<file path="config.mk">
export PLATFORM = sky130hd
export DESIGN_NAME = cw_executor_flat
export DESIGN_NICKNAME = d
export VERILOG_FILES = /design/src/rtl/cw_executor_if.sv /design/src/rtl/cw_executor.sv /design/src/flat_wrapper.sv
export SDC_FILE = /design/constraint.sdc
export NUM_CORES = 1
export LEC_CHECK = 0
export ABC_AREA = 1
export ABC_CLOCK_PERIOD_IN_PS = 1980
export BUFFER_PORTS_ARGS = -buffer_cell sky130_fd_sc_hd__buf_2
export CAP_MARGIN = 20
export CORE_MARGIN = 5
export CORE_UTILIZATION = 50
export DETAILED_ROUTE_END_ITERATION = 16
export PLACE_DENSITY = 0.85
export SLEW_MARGIN = 30
export SYNTH_ARGS = -nofsm -noshare
export SYNTH_HDL_FRONTEND = slang
export SYNTH_SLANG_ARGS = --single-unit
</file>
<file path="constraint.sdc">
create_clock -name clk -period 1.98 [get_ports clk]
set_clock_uncertainty 0.1 [all_clocks]
set_input_delay 0.099 -clock clk [delete_from_list [all_inputs] [get_ports clk]]
set_output_delay 0.099 -clock clk [all_outputs]
set_load 0.05 [all_outputs]
</file>
<file path="src/rtl/cw_executor_if.sv">
`default_nettype none
// ============================================================================
//  Module      : cw_executor_if
//  Description : Bundle between the control-word executor, the microprogram
//                sequencer (cw_in/cw_valid/stall), the datapath strobes
//                (reg_we/alu_op/alu_go/pc_inc/bus_oh) and the instruction /
//                data RAM handshake (mem_req/mem_we/mem_sel/mem_ack), plus
//                status (err/exec_count).
//                master : the executor side (drives strobes, stall, mem_*)
//                slave  : the environment side (drives cw_in, cw_valid,
//                         mem_ack)
//  Revision    : 1.0 - initial release
// ============================================================================
interface cw_executor_if #(
    parameter int CW_W    = 38,
    parameter int WE_W    = 19,
    parameter int NUM_SRC = 17,
    parameter int CNT_W   = 16
);
    logic [CW_W-1:0]    cw_in;
    logic               cw_valid;
    logic               stall;
    logic [WE_W-1:0]    reg_we;
    logic [3:0]         alu_op;
    logic               alu_go;
    logic               pc_inc;
    logic [NUM_SRC-1:0] bus_oh;
    logic               mem_req;
    logic               mem_we;
    logic               mem_sel;
    logic               mem_ack;
    logic [2:0]         err;
    logic [CNT_W-1:0]   exec_count;

    modport master (
        input  cw_in, cw_valid, mem_ack,
        output stall, reg_we, alu_op, alu_go, pc_inc, bus_oh,
               mem_req, mem_we, mem_sel, err, exec_count
    );

    modport slave (
        output cw_in, cw_valid, mem_ack,
        input  stall, reg_we, alu_op, alu_go, pc_inc, bus_oh,
               mem_req, mem_we, mem_sel, err, exec_count
    );
endinterface
`default_nettype wire

</file>
<file path="src/rtl/cw_executor.sv">
`default_nettype none
// ============================================================================
//  Module      : cw_executor
//  Description : Turns each microinstruction word from the sequencer into
//                one-cycle datapath strobes, and runs a memory handshake
//                (with timeout) for words carrying a memory field, stalling
//                the sequencer meanwhile.
//  Ports       : clk   - system clock, rising edge
//                rst_n - asynchronous active-low reset
//                bus   - cw_executor_if.master (control word in, stall,
//                        strobes, memory handshake, err, exec_count)
//  Revision    : 1.0 - initial release
// ============================================================================
module cw_executor #(
    parameter int CW_W    = 38,
    parameter int WE_W    = 19,
    parameter int NUM_SRC = 17,
    parameter int TIMEOUT = 15,
    parameter int CNT_W   = 16
) (
    input  wire logic      clk,
    input  wire logic      rst_n,
    cw_executor_if.master  bus
);
    localparam int TMO_W = $clog2(TIMEOUT + 1);

    typedef enum logic [1:0] {
        ST_IDLE   = 2'd0,
        ST_REQ    = 2'd1,
        ST_STROBE = 2'd2
    } state_t;

    state_t             state_q, state_d;
    logic [3:0]         alu_op_q, alu_op_d;
    logic [WE_W-1:0]    we_q, we_d;
    logic               pc_inc_q, pc_inc_d;
    logic [4:0]         bus_code_q, bus_code_d;
    logic               mem_we_q, mem_we_d;
    logic               mem_sel_q, mem_sel_d;
    logic [TMO_W-1:0]   tmo_q, tmo_d;
    logic [2:0]         err_q, err_d;
    logic [CNT_W-1:0]   cnt_q, cnt_d;

    logic               w_capture;
    logic               w_mem_op;
    logic               w_mem_we;
    logic               w_mem_sel;
    logic               w_mem_bad;
    logic               w_strobe;
    logic [NUM_SRC-1:0] w_bus_oh;
    logic               w_unused_next;

    // Next-address field belongs to the sequencer only.
    assign w_unused_next = ^bus.cw_in[CW_W-1:32];

    // Sequencer is only held while a memory request is outstanding.
    assign w_capture = bus.cw_valid && (state_q != ST_REQ);

    always_comb begin
        w_mem_op  = 1'b0;
        w_mem_we  = 1'b0;
        w_mem_sel = 1'b0;
        w_mem_bad = 1'b0;
        case (bus.cw_in[8:6])
            3'b000: ;
            3'b100: w_mem_op = 1'b1;
            3'b010: begin w_mem_op = 1'b1; w_mem_sel = 1'b1; end
            3'b001: begin w_mem_op = 1'b1; w_mem_sel = 1'b1; w_mem_we = 1'b1; end
            default: w_mem_bad = 1'b1;
        endcase
    end

    always_comb begin
        state_d    = state_q;
        alu_op_d   = alu_op_q;
        we_d       = we_q;
        pc_inc_d   = pc_inc_q;
        bus_code_d = bus_code_q;
        mem_we_d   = mem_we_q;
        mem_sel_d  = mem_sel_q;
        tmo_d      = tmo_q;
        err_d      = err_q;
        cnt_d      = cnt_q;

        case (state_q)
            ST_REQ: begin
                // Ack is checked before the timeout so a coincident ack wins.
                if (bus.mem_ack) begin
                    state_d = ST_STROBE;
                    tmo_d   = '0;
                end else if (tmo_q == TMO_W'(TIMEOUT - 1)) begin
                    state_d  = ST_IDLE;
                    tmo_d    = '0;
                    err_d[1] = 1'b1;
                end else begin
                    tmo_d = tmo_q + 1'b1;
                end
            end
            default: begin
                if (w_capture) begin
                    alu_op_d   = bus.cw_in[31:28];
                    we_d       = bus.cw_in[9 +: WE_W];
                    pc_inc_d   = bus.cw_in[5];
                    bus_code_d = bus.cw_in[4:0];
                    mem_we_d   = w_mem_we;
                    mem_sel_d  = w_mem_sel;
                    tmo_d      = '0;
                    state_d    = w_mem_op ? ST_REQ : ST_STROBE;
                    if (w_mem_bad) begin
                        err_d[0] = 1'b1;
                    end
                    if (bus.cw_in[4:0] > 5'(NUM_SRC)) begin
                        err_d[2] = 1'b1;
                    end
                end else begin
                    state_d = ST_IDLE;
                end
            end
        endcase

        // Counted on entry so the count already includes the word being strobed.
        if ((state_d == ST_STROBE) && (cnt_q != {CNT_W{1'b1}})) begin
            cnt_d = cnt_q + 1'b1;
        end
    end

    always_ff @(posedge clk or negedge rst_n) begin
        if (!rst_n) begin
            state_q    <= ST_IDLE;
            alu_op_q   <= '0;
            we_q       <= '0;
            pc_inc_q   <= 1'b0;
            bus_code_q <= '0;
            mem_we_q   <= 1'b0;
            mem_sel_q  <= 1'b0;
            tmo_q      <= '0;
            err_q      <= '0;
            cnt_q      <= '0;
        end else begin
            state_q    <= state_d;
            alu_op_q   <= alu_op_d;
            we_q       <= we_d;
            pc_inc_q   <= pc_inc_d;
            bus_code_q <= bus_code_d;
            mem_we_q   <= mem_we_d;
            mem_sel_q  <= mem_sel_d;
            tmo_q      <= tmo_d;
            err_q      <= err_d;
            cnt_q      <= cnt_d;
        end
    end

    assign w_strobe = (state_q == ST_STROBE);

    // Codes 0 and above NUM_SRC match no bit and leave the bus undriven.
    always_comb begin
        w_bus_oh = '0;
        for (int k = 0; k < NUM_SRC; k++) begin
            w_bus_oh[k] = w_strobe && (bus_code_q == 5'(k + 1));
        end
    end

    // Outputs decode straight from registered state, so reset clears them at once.
    assign bus.stall      = (state_q == ST_REQ);
    assign bus.mem_req    = (state_q == ST_REQ);
    assign bus.mem_we     = (state_q == ST_REQ) && mem_we_q;
    assign bus.mem_sel    = (state_q == ST_REQ) && mem_sel_q;
    assign bus.reg_we     = w_strobe ? we_q : '0;
    assign bus.alu_op     = w_strobe ? alu_op_q : 4'd0;
    assign bus.alu_go     = w_strobe && (alu_op_q != 4'd0);
    assign bus.pc_inc     = w_strobe && pc_inc_q;
    assign bus.bus_oh     = w_bus_oh;
    assign bus.err        = err_q;
    assign bus.exec_count = cnt_q;
endmodule
`default_nettype wire
</file>
<file path="src/flat_wrapper.sv">
// flat-port wrapper written by rule: the top's interface ports become plain ports
module cw_executor_flat 
#(
    parameter int CW_W    = 38,
    parameter int WE_W    = 19,
    parameter int NUM_SRC = 17,
    parameter int TIMEOUT = 15,
    parameter int CNT_W   = 16
)
  (clk, rst_n, bus_cw_in, bus_cw_valid, bus_mem_ack, bus_stall, bus_reg_we, bus_alu_op, bus_alu_go, bus_pc_inc, bus_bus_oh, bus_mem_req, bus_mem_we, bus_mem_sel, bus_err, bus_exec_count);
  cw_executor_if #(.CW_W(CW_W), .WE_W(WE_W), .NUM_SRC(NUM_SRC), .CNT_W(CNT_W)) bus_i ();
  input  wire logic clk;
  input  wire logic rst_n;
  input wire logic [$bits(bus_i.cw_in)-1:0] bus_cw_in;
  input wire logic [$bits(bus_i.cw_valid)-1:0] bus_cw_valid;
  input wire logic [$bits(bus_i.mem_ack)-1:0] bus_mem_ack;
  output wire logic [$bits(bus_i.stall)-1:0] bus_stall;
  output wire logic [$bits(bus_i.reg_we)-1:0] bus_reg_we;
  output wire logic [$bits(bus_i.alu_op)-1:0] bus_alu_op;
  output wire logic [$bits(bus_i.alu_go)-1:0] bus_alu_go;
  output wire logic [$bits(bus_i.pc_inc)-1:0] bus_pc_inc;
  output wire logic [$bits(bus_i.bus_oh)-1:0] bus_bus_oh;
  output wire logic [$bits(bus_i.mem_req)-1:0] bus_mem_req;
  output wire logic [$bits(bus_i.mem_we)-1:0] bus_mem_we;
  output wire logic [$bits(bus_i.mem_sel)-1:0] bus_mem_sel;
  output wire logic [$bits(bus_i.err)-1:0] bus_err;
  output wire logic [$bits(bus_i.exec_count)-1:0] bus_exec_count;
  assign bus_i.cw_in = bus_cw_in;
  assign bus_i.cw_valid = bus_cw_valid;
  assign bus_i.mem_ack = bus_mem_ack;
  assign bus_stall = bus_i.stall;
  assign bus_reg_we = bus_i.reg_we;
  assign bus_alu_op = bus_i.alu_op;
  assign bus_alu_go = bus_i.alu_go;
  assign bus_pc_inc = bus_i.pc_inc;
  assign bus_bus_oh = bus_i.bus_oh;
  assign bus_mem_req = bus_i.mem_req;
  assign bus_mem_we = bus_i.mem_we;
  assign bus_mem_sel = bus_i.mem_sel;
  assign bus_err = bus_i.err;
  assign bus_exec_count = bus_i.exec_count;
  cw_executor #(.CW_W(CW_W), .WE_W(WE_W), .NUM_SRC(NUM_SRC), .TIMEOUT(TIMEOUT), .CNT_W(CNT_W)) u_core (.clk(clk), .rst_n(rst_n), .bus(bus_i));
endmodule
</file>
Word level (Yosys, flattened, before mapping)

Cells that the tools add are included.

$add $sub $neg: 2
$lt $le $gt $ge: 1
Equality and inequality tests: 26
Multiplexer cells: 14
Bitwise gates (word level): 3
Reduce and logical (&&, ||, !) cells: 33

Operator list:

| operator              | count |
|---|---|
| $eq 5x4->1 const B    | 8 |
| $logic_and 1x1->1     | 23 |
| $eq 5x3->1 const B    | 4 |
| $mux 4                | 5 |
| $mux 19               | 1 |
| $add 16x1->16 const B | 1 |
| $ne 16x16->1 const B  | 1 |
| $eq 5x2->1 const B    | 2 |
| $eq 5x5->1 const B    | 2 |
| $mux 2                | 5 |
| $reduce_and 3->1      | 3 |
| $eq 5x1->1 const B    | 1 |
| $gt 5x5->1 const B    | 1 |
| $add 4x1->4 const B   | 1 |
| $eq 2x2->1 const B    | 2 |
| $eq 4x4->1 const B    | 1 |
| $reduce_bool 4->1     | 1 |
| $reduce_or 4->1       | 1 |
| $eq 3x1->1 const B    | 1 |
| $eq 3x2->1 const B    | 1 |
| $eq 3x3->1 const B    | 1 |
| $logic_not 3->1       | 1 |
| $mux 1                | 3 |
| $not 1->1             | 3 |
| other kinds (6)       | 6 |

Register bits after elaboration: 56
Input port bits: 42
Output and inout bits: 65
Word-level logic and storage cells: 91

Logic depth before layout (Yosys ltp)

Gate-level depths: netlist of the first run.

Depth after elaboration: 8
Mapped depth: 9
Gate-level depth less buffers: 8

Least setup slack after synthesis of the first run

No wires, ideal clock.

Path kind: register to output
From: reg u_core.bus_code_q[1]
To: out bus_bus_oh[15]
Arrival time: 1.811 ns
Data required time: 1.781 ns
Path slack: -0.030 ns
Stages on the path, launching flop included: 3
Path buffers: 0
Path through: dfrtp_1 > or2_2 > nor3_1

Cells in the longest elaborated chain, start to end: 2

RTL lines:

| item                     | RTL line           | text |
|---|---|---|
| start: declaration       | cw_executor.sv:37  | `logic [4:0] bus_code_q, bus_code_d;` |
| start signal: assignment | cw_executor.sv:144 | `bus_code_q <= bus_code_d;` |
| $eq 5x5->1               | cw_executor.sv:159 | `w_bus_oh[k] = w_strobe && (bus_code_q == 5'(k + 1));` |
| $logic_and 1x1->1        | cw_executor.sv:159 |  |
| end: declaration         | flat_wrapper.sv:22 | `output wire logic [$bits(bus_i.bus_oh)-1:0] bus_bus_oh;` |

Every way passes these cells.

Final worst setup path of the first run

From: reg u_core.state_q[0]
To: out bus_bus_oh[3]

Cells in the longest elaborated chain, start to end: 2

RTL lines:

| item                     | RTL line           | text |
|---|---|---|
| start: declaration       | cw_executor.sv:33  | `state_t state_q, state_d;` |
| start signal: assignment | cw_executor.sv:140 | `state_q <= state_d;` |
| $eq 2x2->1               | cw_executor.sv:153 | `assign w_strobe = (state_q == ST_STROBE);` |
| $logic_and 1x1->1        | cw_executor.sv:159 |  |

Every way passes these cells.

==> results of run 1 <==
-- where the power goes --
part           switching [mW]  leakage (nW)  internal (mW)
clock                   0.334        0.0642          0.497
combinational           0.767          1.40          0.302
sequential              0.116         0.708           1.29
-- cell families (layout without fill, tap and decap cells) --
group	Yosys count	count (layout)	share of synthesized area, %
AO/OA/AOI/OAI	39	39	7.69
XOR/XNOR	7	7	2.07
adder cells (fa/ha/maj)	3	3	1.27
buffers and inverters	62	195	8.41
flip-flops	56	56	47.3
AND/OR/NAND/NOR	233	233	33.2
-- cells in the final DEF (no fill, tap or decap) --
master,n
nand2_1,123
buf_2,89
nor2_1,67
dfrtp_1,54
inv_1,50
dlygate4sd3_1,30
o21ai_0,28
nand3_1,19
buf_4,10
clkbuf_4,6
nand4_1,5
clkbuf_8,5
xor2_1,4
nand2_2,3
nor2_4,3
a21oi_1,3
nand3b_1,3
xnor2_1,3
ha_1,3
o211ai_1,2
nand3_2,2
nor3_2,2
nor3_1,2
a31o_2,2
bufinv_16,2
buf_6,2
dfrtp_2,2
nor2_2,1
inv_2,1
a21oi_4,1
or2_2,1
a41oi_1,1
nand4_4,1
nand2_4,1
o31ai_1,1
o21bai_1,1
-- worst min path at each step --
stage | startpoint | slack [ns] | end | depth (start not counted)
after floorplan | rst_n | -0.30 | u_core.alu_op_q[0]$_DFFE_PN0P_ | 0
after global placement | rst_n | 0.003 | u_core.bus_code_q[3]$_DFFE_PN0P_ | 1
after detailed placement | rst_n | 0.01 | u_core.bus_code_q[3]$_DFFE_PN0P_ | 1
after CTS | bus_cw_in[6] | 0.006 | u_core.mem_we_q$_DFFE_PN0P_ | 3
after global routing | bus_cw_in[7] | 0.04 | u_core.mem_sel_q$_DFFE_PN0P_ | 3
final | bus_cw_in[6] | 0.02 | u_core.mem_we_q$_DFFE_PN0P_ | 3
-- worst max-delay path: stages, from the launching register on --
cell and delay (ns):
dfrtp_1 0.42, inv_1 0.11, nand2_2 0.12, nor2_4 0.14
nand3_1 0.16, nor2_1 0.16, clkbuf_4 0.25
-- repair_timing --
item | CTS | global route
setup buffers | 0 | 0
endpoints found under the setup margin | 0 | 17
endpoints found under the hold margin | 51 | 0
resized for setup | 0 | 23
hold buffers | 30 | 0
-- metrics by stage --
step	total power, mW	instance area (um2)	worst slack, ns	hold WS [ns]
after floorplan	2.16	2970	0.00389	-0.297
after global placement	2.40	3560	0.290	0.00271
after detailed placement	2.43	3560	0.229	0.0140
after CTS	3.31	3990	0.0157	0.00634
after global routing	3.50	4040	-0.0261	0.0428
final	3.31	4040	0.118	0.0161
-- state kept, by name, indices dropped and copies added (netlist names) --
| name | count |
|---|---|
| u_core.alu_op_q | 4 |
| u_core.bus.err | 3 |
| u_core.bus.exec_count | 16 |
| u_core.bus_code_q | 5 |
| u_core.mem_sel_q | 1 |
| u_core.mem_we_q | 1 |
| u_core.pc_inc_q | 1 |
| u_core.state_q | 2 |
| u_core.tmo_q | 4 |
| u_core.we_q | 19 |
-- cell type report --
type                    count  area (um2)
well taps                  75        93.8
multi-input cells         282        1340
inverters                  51         191
flip-flops and latches     56        1400
clock buffers               5        68.8
fillers                   449        1810
clock inverters             2        60.1
repair buffers            137         888
-- layer usage --
| layer | track usage (%) | wire, um | up-vias |
|---|---|---|---|
| met4 | 4.11 | 67 | 0 |
| met1 | 23.7 | 3050 | 1345 |
| met3 | 4.45 | 565 | 10 |
| met2 | 36.8 | 3870 | 98 |
| li1 | - | - | 1507 |
| met5 | 0 | 0 | - |
==> results.yml, run 1 <==
timing:
  worst_pin_slew_ns: 0.534
  hold_violations: 0
  relSlewSlack_pct: 64.4
  max_freq_mhz: 537
  totalNegativeSetupSlack_ns: 0
  maxSlewViolCount: 0
  finalSetupViolations: 0
  post-route-period-util_pct: 94.0
  fin_crit_ns: 1.86
placement:
  placedCellCount: 571
  place_congestion: 0.804
  post-dp-hpwl_mm: 5.25
  port_buffers: 100
synthesis:
  synth_top_cell_by_area: "dfrtp_1"
  synth.distinct_cells: 31
  yosysSeqAreaShare_pct: 47.3
  synth_warnings: 0
  synth-seq-cells: 56
  syn_avg_cell_area_um2: 7.40
  synth_area_leaders: "dfrtp_1, nand2_1, nor2_1"
  yosysMostFrequentCell: "nand2_1"
  synthArstFlopShare_pct: 100
  synth-main-ff-cell: "dfrtp_1"
  synth_edf_count: 0
  synth_common_cells: "nand2_1, nor2_1, dfrtp_1"
  netlist.area_leader.share_pct: 47.3
  synthCells: 400
  synth_nets: 445
  syn_area_mm2: 0.00296
grt:
  grt_usage_pct: 20.0
  grt_max_degree: 42
  grt_pass1_vias: 2762
  grt_overflow: 0
  antenna_found_initial: 0
  grt_pass1_wl_mm: 12.0
detailed_routing:
  via_per_inst: 4.87
  wl_per_cell_um: 12.4
  first_iter_violations: 92
  num_vias: 2960
  drc: 0
  first_pass_iters: 5
  ant_nets: 0
  drt-total-wl_mm: 7.55
floorplanning:
  die_h_um: 87.0
  dieArea_mm2: 0.00756
  core_area_mm2: 0.00585
  initial_utilization_pct: 50.6
  core.rowCount: 28
  die_x_um: 87.0
  ioPinCount: 107
worst_setup_path:
  cp-endpoint: "bus_bus_oh[3]"
  crit_type: "reg2out"
  critPathLaunch: "u_core.state_q[0]$_DFF_PN0_"
  arrival_ns: 1.66
  required_ns: 1.78
  ff2ff_path_depth: 8
  end_kind: "primary output"
  cp-start-kind: "register"
  reg2reg_slack_ns: 0.23
  crit_fanout: 4
  r2r-end: "u_core.bus.exec_count[15]$_DFFE_PN0P_"
  r2r_start: "u_core.bus.exec_count[0]$_DFFE_PN0P_"
run:
  drv_cap: 0
worst_hold_path:
  hp-class: "in2reg"
clock_tree:
  cts_buffers: 5
  insertion_delay_ns: 0.30
  cts_tree: "yes"
  htree_num_levels: 2
  cts.path.max_buffers: 2
  clkTransAtPathRegs_ns: 0.09
  cts_sinks: 56
  root_buffer: "clkbuf_8"
pwr:
  leakage_nw: 2.17
  ir_drop_v: 0.000692
  p_per_area_mw_per_mm2: 819
layout:
  stdcell_count: 608
  fin_nets: 578
  synthToLayoutAreaGrowth_pct: 36.5
  n_antenna_cell: 0
  drive_gt1_share_pct: 25.1
  postLayoutCoreUtil_pct: 69.1
run_status:
  status: "finished clean"
Power figures use the tool's default switching activity.
==> inputs of run 2 (changes only) <==
Settings changed: HOLD_SLACK_MARGIN set to 0.05.
==> results.yml, run 2 (synthesis gave the netlist of run 1 again) <==
detailed_routing:
  ant_nets: 0
  first_pass_iters: 5
  drt-total-wl_mm: 7.53
  drc: 0
  via_per_inst: 4.84
  first_iter_violations: 107
  num_vias: 2964
  wl_per_cell_um: 12.3
layout:
  synthToLayoutAreaGrowth_pct: 37.9
  regMostFlops: "u_core.we_q"
  n_antenna_cell: 0
  stdcell_area_mm2: 0.00408
  largest_register_ffs: 19
  stdcell_count: 612
  drive_gt1_share_pct: 25.0
  final_cell_mix: "nand2_1, buf_2, nor2_1"
  postLayoutCoreUtil_pct: 69.8
  fin_nets: 582
  final_common_cell: "nand2_1"
worst_setup_path:
  arrival_ns: 1.66
  required_ns: 1.78
  crit_fanout: 4
  cp-start-kind: "register"
  path_cells: "inv_1 -> nand2_2 -> nor2_4 -> nand3_1 -> nor2_1 -> clkbuf_4"
  crit_type: "reg2out"
  ff2ff_path_depth: 8
  end_kind: "primary output"
  slowest_stage: "dfrtp_1"
  critPathMaxStageDelay_ns: 0.42
floorplanning:
  initial_utilization_pct: 50.6
  core_area_mm2: 0.00585
  dieArea_mm2: 0.00756
  die_h_um: 87.0
  die_x_um: 87.0
  core.rowCount: 28
  ioPinCount: 107
clock_tree:
  clkTransAtPathRegs_ns: 0.09
  cts_buffers: 5
  cts_tree: "yes"
  root_buffer: "clkbuf_8"
  insertion_delay_ns: 0.30
  cts_sinks: 56
  postCtsSetupBuffers: 0
  cts.path.max_buffers: 2
  htree_num_levels: 2
timing:
  finalSetupViolations: 0
  hold_violations: 0
  fin_ws_ns: 0.123
  worst_pin_slew_ns: 0.535
  totalNegativeSetupSlack_ns: 0
  maxSlewViolCount: 0
  max_freq_mhz: 538
  hold_slack_ns: 0.0648
  post-route-period-util_pct: 93.8
  relSlewSlack_pct: 64.3
  fin_crit_ns: 1.86
pwr:
  p_per_area_mw_per_mm2: 812
  leakage_nw: 2.19
  p_total_mw: 3.32
  ir_drop_v: 0.000692
placement:
  placedCellCount: 571
  placed_cell_area_mm2: 0.00356
  port_buffers: 100
  place_congestion: 0.804
  post-dp-hpwl_mm: 5.25
  pre_cts_slack_ns: 0.229
grt:
  grt_overflow: 0
  antenna_found_initial: 0
  grt_pass1_wl_mm: 12.1
  grt_usage_pct: 20.0
  grt_max_degree: 42
  grt_pass1_vias: 2786
worst_hold_path:
  hp-class: "in2reg"
  min_path_cells: 4
run_status:
  status: "finished clean"
run:
  drv_cap: 0
## run 2: worst max-delay path: cells and delay by family, from the launching register on
family,cells,cell delay [ns]
buffers and inverters,2,0.36
DFF,1,0.42
and+or+nand+nor,4,0.58
## run 2: area by class of cell
| type | count | area [um2] |
|---|---|---|
| Clock inverter | 2 | 60.1 |
| Tap cell | 75 | 93.8 |
| Fill cell | 441 | 1770 |
| Clock buffer | 5 | 68.8 |
| Sequential cell | 56 | 1400 |
| Multi-Input combinational cell | 282 | 1340 |
| Timing Repair Buffer | 141 | 928 |
| Inverter | 51 | 191 |
## run 2: worst paths after layout
| path | slack, ns | end | from |
|---|---|---|---|
| worst max-delay path | 0.12 | bus_bus_oh[3] | u_core.state_q[0]$_DFF_PN0_ |
| worst min-delay path | 0.06 | u_core.mem_sel_q$_DFFE_PN0P_ | bus_cw_in[8] |
| worst max register to register | 0.23 | u_core.bus.exec_count[15]$_DFFE_PN0P_ | u_core.bus.exec_count[0]$_DFFE_PN0P_ |
| worst min register to register | 0.38 | u_core.bus.err[1]$_DFFE_PN0P_ | u_core.bus.err[1]$_DFFE_PN0P_ |
| max in group asynchronous | 0.93 | u_core.we_q[16]$_DFFE_PN0P_ | rst_n |
| min in group asynchronous | 0.21 | u_core.bus_code_q[3]$_DFFE_PN0P_ | rst_n |
## run 2: timing repair
item                                    CTS  global route
hold buffers                             34             0
hold endpoints to repair                 55             0
endpoints found under the setup margin    0            17
gates resized for setup                   0            23
## run 2: power breakdown
part | internal, mW | leakage, nW | switching, mW
Sequential | 1.29 | 0.708 | 0.116
Clock | 0.497 | 0.0642 | 0.334
Combinational | 0.307 | 1.41 | 0.767
Total | 2.10 | 2.19 | 1.22
## run 2: metal layers
| layer | vias up | wire length [um] | track usage [%] |
|---|---|---|---|
| met1 | 1346 | 3090 | 24.0 |
| li1 | 1515 | - | - |
| met2 | 93 | 3850 | 36.8 |
| met5 | - | 0 | 0 |
| met3 | 10 | 520 | 4.16 |
| met4 | 0 | 68 | 4.11 |
